### config.mk
export PLATFORM = sky130hd
export DESIGN_NAME = trap_controller
export DESIGN_NICKNAME = d
export VERILOG_FILES = /design/src/rtl/common_types_pkg.sv /design/src/rtl/irq_synchronizer.sv /design/src/rtl/trap_controller.sv
export SDC_FILE = /design/constraint.sdc
export NUM_CORES = 1
export LEC_CHECK = 0
export ABC_AREA = 1
export CAP_MARGIN = 40
export CORE_MARGIN = 2
export CORE_UTILIZATION = 46
export DETAILED_ROUTE_END_ITERATION = 10
export GPL_TIMING_DRIVEN = 0
export PLACE_DENSITY = 0.87
export SLEW_MARGIN = 10
export SYNTH_ARGS = -nofsm -noshare
export SYNTH_HDL_FRONTEND = slang
export SYNTH_SLANG_ARGS = --single-unit
export TNS_END_PERCENT = 100
### constraint.sdc
create_clock -name clk -period 5.7 [get_ports clk]
set_input_delay 1.14 -clock clk [delete_from_list [all_inputs] [get_ports clk]]
set_output_delay 1.14 -clock clk [all_outputs]
set_load 0.005 [all_outputs]
### src/rtl/common_types_pkg.sv
// Shared types and cause encodings for the machine-mode trap controller.
package common_types_pkg;

  typedef enum logic [1:0] {
    RUN      = 2'd0,
    DRAIN    = 2'd1,
    REDIRECT = 2'd2
  } trap_state_t;

  localparam logic [3:0] CAUSE_ILLEGAL_INST = 4'd2;
  localparam logic [3:0] CAUSE_MSI          = 4'd3;
  localparam logic [3:0] CAUSE_MTI          = 4'd7;
  localparam logic [3:0] CAUSE_MEI          = 4'd11;

  localparam logic [1:0] MTVEC_DIRECT   = 2'd0;
  localparam logic [1:0] MTVEC_VECTORED = 2'd1;

  // pend is {MEI,MTI,MSI}; priority order is MEI, then MSI, then MTI.
  function automatic logic [3:0] irq_cause_idx(input logic [2:0] pend);
    logic [3:0] idx;
    if (pend[2]) begin
      idx = CAUSE_MEI;
    end else if (pend[0]) begin
      idx = CAUSE_MSI;
    end else if (pend[1]) begin
      idx = CAUSE_MTI;
    end else begin
      idx = 4'd0;
    end
    return idx;
  endfunction

endpackage

### src/rtl/irq_synchronizer.sv
// Multi-flop synchronizer bringing the asynchronous external interrupt into clk.
module irq_synchronizer #(
  parameter int SYNC_STAGES = 2
) (
  input  logic clk,
  input  logic rst,
  input  logic async_i,
  output logic sync_o
);

  logic [SYNC_STAGES-1:0] sync_q;

  // Shift chain; only the last stage is safe to consume.
  always_ff @(posedge clk or posedge rst) begin
    if (rst) begin
      sync_q <= '0;
    end else begin
      sync_q <= {sync_q[SYNC_STAGES-2:0], async_i};
    end
  end

  assign sync_o = sync_q[SYNC_STAGES-1];

endmodule

### src/rtl/trap_controller.sv
// Machine-mode trap entry/return sequencer: arbitrates exceptions and interrupts,
// drains to a precise boundary, commits mepc/mcause/mstatus and redirects fetch.
module trap_controller
  import common_types_pkg::*;
#(
  parameter int XLEN        = 32,
  parameter int SYNC_STAGES = 2
) (
  input  logic            clk,
  input  logic            rst,
  input  logic            ext_irq,
  input  logic            timer_irq,
  input  logic            sw_irq,
  input  logic [2:0]      mie_en,
  input  logic [XLEN-1:0] mtvec_base,
  input  logic [1:0]      mtvec_mode,
  input  logic            exc_valid,
  input  logic [XLEN-1:0] exc_cause,
  input  logic [XLEN-1:0] exc_pc,
  input  logic            mret_valid,
  input  logic            mem_valid,
  input  logic [XLEN-1:0] mem_pc,
  input  logic            csr_mstatus_we,
  input  logic [1:0]      csr_mstatus_wdata,
  input  logic            csr_mepc_we,
  input  logic [XLEN-1:0] csr_wdata,
  output logic            fetch_hold,
  output logic            flush_all,
  output logic            redirect_valid,
  output logic [XLEN-1:0] redirect_pc,
  input  logic            redirect_ready,
  output logic            trap_taken,
  output logic [2:0]      mip,
  output logic [XLEN-1:0] mepc,
  output logic [XLEN-1:0] mcause,
  output logic            mstatus_mie,
  output logic            mstatus_mpie
);

  trap_state_t     state_q, state_d;
  logic [3:0]      cause_q, cause_d;
  logic [XLEN-1:0] target_q, target_d;
  logic [XLEN-1:0] mepc_q, mepc_d;
  logic [XLEN-1:0] mcause_q, mcause_d;
  logic            mie_q, mie_d;
  logic            mpie_q, mpie_d;

  logic            ext_sync_s;
  logic [2:0]      pending_s;
  logic [XLEN-1:0] irq_mcause_s;
  logic [XLEN-1:0] irq_target_s;
  logic            commit_s;

  irq_synchronizer #(
    .SYNC_STAGES(SYNC_STAGES)
  ) u_ext_sync (
    .clk    (clk),
    .rst    (rst),
    .async_i(ext_irq),
    .sync_o (ext_sync_s)
  );

  assign mip          = {ext_sync_s, timer_irq, sw_irq};
  assign pending_s    = mip & mie_en & {3{mie_q}};
  assign irq_mcause_s = {1'b1, {(XLEN-5){1'b0}}, cause_q};
  assign irq_target_s = (mtvec_mode == MTVEC_VECTORED)
                      ? mtvec_base + {{(XLEN-6){1'b0}}, cause_q, 2'b00}
                      : mtvec_base;

  // Next-state, CSR commit and handshake outputs.
  always_comb begin
    state_d        = state_q;
    cause_d        = cause_q;
    target_d       = target_q;
    mepc_d         = mepc_q;
    mcause_d       = mcause_q;
    mie_d          = mie_q;
    mpie_d         = mpie_q;
    commit_s       = 1'b0;
    fetch_hold     = 1'b0;
    flush_all      = 1'b0;
    trap_taken     = 1'b0;
    redirect_valid = 1'b0;

    case (state_q)
      RUN, DRAIN: begin
        fetch_hold = (state_q == DRAIN);
        if (exc_valid) begin
          commit_s   = 1'b1;
          trap_taken = 1'b1;
          flush_all  = 1'b1;
          mepc_d     = exc_pc;
          mcause_d   = exc_cause;
          mpie_d     = mie_q;
          mie_d      = 1'b0;
          target_d   = mtvec_base;
          state_d    = REDIRECT;
        end else if (mret_valid) begin
          commit_s  = 1'b1;
          flush_all = 1'b1;
          mie_d     = mpie_q;
          mpie_d    = 1'b1;
          target_d  = mepc_q;
          state_d   = REDIRECT;
        end else if (state_q == RUN) begin
          if (|pending_s) begin
            fetch_hold = 1'b1;
            cause_d    = irq_cause_idx(pending_s);
            state_d    = DRAIN;
          end else begin
            state_d = RUN;
          end
        end else if (~|pending_s) begin
          state_d = RUN;
        end else if (mem_valid) begin
          // The memory-stage instruction is squashed and replayed after mret.
          commit_s   = 1'b1;
          trap_taken = 1'b1;
          flush_all  = 1'b1;
          mepc_d     = mem_pc;
          mcause_d   = irq_mcause_s;
          mpie_d     = mie_q;
          mie_d      = 1'b0;
          target_d   = irq_target_s;
          state_d    = REDIRECT;
        end else begin
          state_d = DRAIN;
        end
      end
      REDIRECT: begin
        fetch_hold     = 1'b1;
        redirect_valid = 1'b1;
        if (redirect_ready) begin
          state_d = RUN;
        end else begin
          state_d = REDIRECT;
        end
      end
      default: begin
        state_d = RUN;
      end
    endcase

    // A trap or mret commit in the same cycle overrides software CSR writes.
    if (!commit_s) begin
      if (csr_mstatus_we) begin
        mpie_d = csr_mstatus_wdata[1];
        mie_d  = csr_mstatus_wdata[0];
      end else begin
        mpie_d = mpie_d;
      end
      if (csr_mepc_we) begin
        mepc_d = csr_wdata;
      end else begin
        mepc_d = mepc_d;
      end
    end else begin
      commit_s = 1'b1;
    end
  end

  // State and architectural CSR registers.
  always_ff @(posedge clk or posedge rst) begin
    if (rst) begin
      state_q  <= RUN;
      cause_q  <= 4'd0;
      target_q <= '0;
      mepc_q   <= '0;
      mcause_q <= '0;
      mie_q    <= 1'b0;
      mpie_q   <= 1'b0;
    end else begin
      state_q  <= state_d;
      cause_q  <= cause_d;
      target_q <= target_d;
      mepc_q   <= mepc_d;
      mcause_q <= mcause_d;
      mie_q    <= mie_d;
      mpie_q   <= mpie_d;
    end
  end

  assign redirect_pc  = target_q;
  assign mepc         = mepc_q;
  assign mcause       = mcause_q;
  assign mstatus_mie  = mie_q;
  assign mstatus_mpie = mpie_q;

endmodule

==> run_results.csv <==
group,metric,value,unit
timing,layout_min_cycle_time,4.60,ns
layout,nNetsFinal,1361,
logic_synthesis,yosysSeqAreaShare,40.7,%
logic_synthesis,synth-seq-cells,105,
critical_path,cp.arrival,3.46,ns
floorplan,core,13800,um2
placed_design,portBuffers,281,
timing,max_slew_margin,57.2,%
logic_synthesis,ys_async_sr_fraction,100,%
global_route,grt_pass1_wl,38300,um
logic_synthesis,ys_warn_count,0,
logic_synthesis,synth_top_area_share,40.7,%
global_route,grt_max_degree,79,
logic_synthesis,syn-num-nets,1068,
cts,hold_buffers,0,
power,p_leak,0.00437,uW
floorplan,die_area,15000,um2
timing,finalMaxSlewViolations,0,
critical_path,startpoint_type,"primary input",
timing,fmax,217,MHz
cts,clock_sinks,105,
cts,cts_tree,"yes",
floorplan,ioPinCount,283,
route,post-route-drc-count,0,
power,power,4240,uW
critical_path,cp_max_fo,10,
cts,root_buffer,"clkbuf_16",
floorplan,fp-row-count,43,
critical_path,reg2reg_slack,3.47,ns
timing,finalSetupTns,0,ns
layout,n_antenna_cell,0,
cts,cts_buffers,9,
timing,worst_pin_slew,0.642,ns
global_route,grtUsageTotal,33.9,%
hold_path,hold_class,"register to register",
placed_design,dp.cells,1347,
logic_synthesis,synth_area,6460,um2
global_route,antenna_found_initial,0,
layout,mostFrequentLayoutCell,"clkdlybuf4s50_1",
layout,syn2layout_area_growth,51.7,%
route,drtIter0Drc,654,
layout,drive_gt1_share,6.85,%
timing,hold_ws,0.349,ns
logic_synthesis,syn_area_per_cell,7.30,um2
route,ant_nets,0,
placed_design,place.gp.congestion,0.970,
critical_path,crit_type,"primary input to output port",
global_route,grt_pass1_vias,7085,
route,via_per_inst,5.50,
logic_synthesis,synth_largest_area_cell,"dfrtp_1",
flow_run,cap_violations,0,
floorplan,initial_utilization,46.7,%
cts,path_clk_slew,0.07,ns
layout,layout_common_cells,"clkdlybuf4s50_1 (281), nand2_1 (175), nor2_1 (151)",
critical_path,critPathCaptureType,"output port",
critical_path,crit_required,4.56,ns
layout,layoutNonFillerInstCount,1362,
logic_synthesis,ys_types,41,
route,wl_per_cell,18.6,um
timing,hold_viol,0,
route,detail_route.first_pass.iterations,7,
timing,setup_viol,0,
power,vdd_drop_max,229,uV
timing,skew,0.0115,ns
placed_design,hpwlAfterDp,19900,um
outcome,outcome,"complete, no violations",
logic_synthesis,synth_edf_count,0,
route,vias,7496,
timing,rsz0062_at_grt,"no",
logic_synthesis,synth-main-ff-cell,"dfrtp_1",
floorplan,die_w,123,um
logic_synthesis,synth_cells,885,
floorplan,dieHeight,123,um
cts,cts_max_path_buffers,2,
cts,htree_levels,3,
cts,insertion_delay,0.36,ns
cts,cts_resized,0,
global_route,grt_overflow,0,
power,power.density,433,nW/um2
logic_synthesis,synthTopCellsByArea,"dfrtp_1 (41%), nand2_1 (10%), nor2_1 (8.8%), inv_1 (5.1%), o21ai_0 (5.0%)",
cts,cts_setup_buffers,0,
route,wl,25400,um
timing,post-route-period-util,80.7,%
cells by family (layout without fill, tap and decap cells):
family / count (synthesis) / count (layout) / share of synthesized area [%]
buffers and inverters: 142 / 439 / 9.43
and+or+nand+nor: 415 / 415 / 26.9
AOI/OAI and AO/OA: 212 / 212 / 21.1
DFF: 105 / 105 / 40.7
adders and majority gates: 5 / 5 / 1.08
xor gates and xnor gates: 6 / 6 / 0.813
path summary, 6_finish.rpt:
path | startpoint | to | cells after the start
setup / recovery | mret_valid | fetch_hold | 7
min in group asynchronous | rst | mcause[9] | 2
hold reg to reg | u_ext_sync.sync_q[0] | u_ext_sync.sync_q[1] | 0
hold / removal | u_ext_sync.sync_q[0] | u_ext_sync.sync_q[1] | 0
max in group asynchronous | rst | redirect_pc[21] | 3
setup reg to reg | cause_q[1] | redirect_pc[26] | 12
final cells by class:
class,instances,area (um2)
fillers,1159,4020
multi-input cells,638,3230
repair buffers,282,2840
flip-flops and latches,105,2630
inverters,92,350
plain buffers,50,264
clock buffers,11,243
well taps,180,225
clock inverters,4,28.8
flip-flops by register name, indices dropped and copies added (netlist names):
| signal | count |
|---|---|
| cause_q | 3 |
| mstatus_mie | 1 |
| u_ext_sync.sync_q | 2 |
| mepc | 32 |
| mcause | 32 |
| mstatus_mpie | 1 |
| state_q | 2 |
| redirect_pc | 32 |
metrics by stage:
step | area [um2] | setup slack [ns] | util, %
6_report | 9800 | 1.10 | 70.9
5_1_grt | 9800 | 1.01 | 70.9
4_1_cts | 9800 | 1.10 | 70.9
3_5_place_dp | 9530 | 1.10 | 68.9
3_3_place_gp | 9500 | 0.132 | 68.7
2_1_floorplan | 6460 | 1.80 | -
power breakdown:
group	leakage (uW)	internal (uW)	switching [uW]	total, uW
Sequential	0.00123	1100	233	1330
Combinational	0.00300	1210	1080	2300
Clock	0.000128	308	302	610
Total	0.00437	2620	1620	4240
critical path: stages:
cell and delay (ns):
clkdlybuf4s50_1 0.51, nor2_1 0.32, buf_2 0.32, buf_2 0.32
nand2_1 0.11, a21boi_0 0.19, clkdlybuf4s50_1 0.53
per-layer routing:
metal | GRT usage, % | wire (um) | vias to the layer above
met3 | 6.97 | 2070 | 57
met4 | 13.9 | 881 | 0
met2 | 57.6 | 12400 | 419
met1 | 42.0 | 10100 | 3502
li1 | - | - | 3518
met5 | 0 | 0 | -
synthesized netlist by cell type, types with 10 or more instances:
cell / number
nand2_1: 175
nor2_1: 151
dfrtp_1: 105
inv_1: 88
o21ai_0: 64
nand3_1: 43
a22o_1: 27
a21oi_1: 26
o22ai_1: 26
buf_2: 19
clkbuf_1: 19
or2_2: 19
a22oi_1: 17
nand4_1: 11
a21boi_1: 10
No activity file was read; power rests on OpenSTA's default activity.
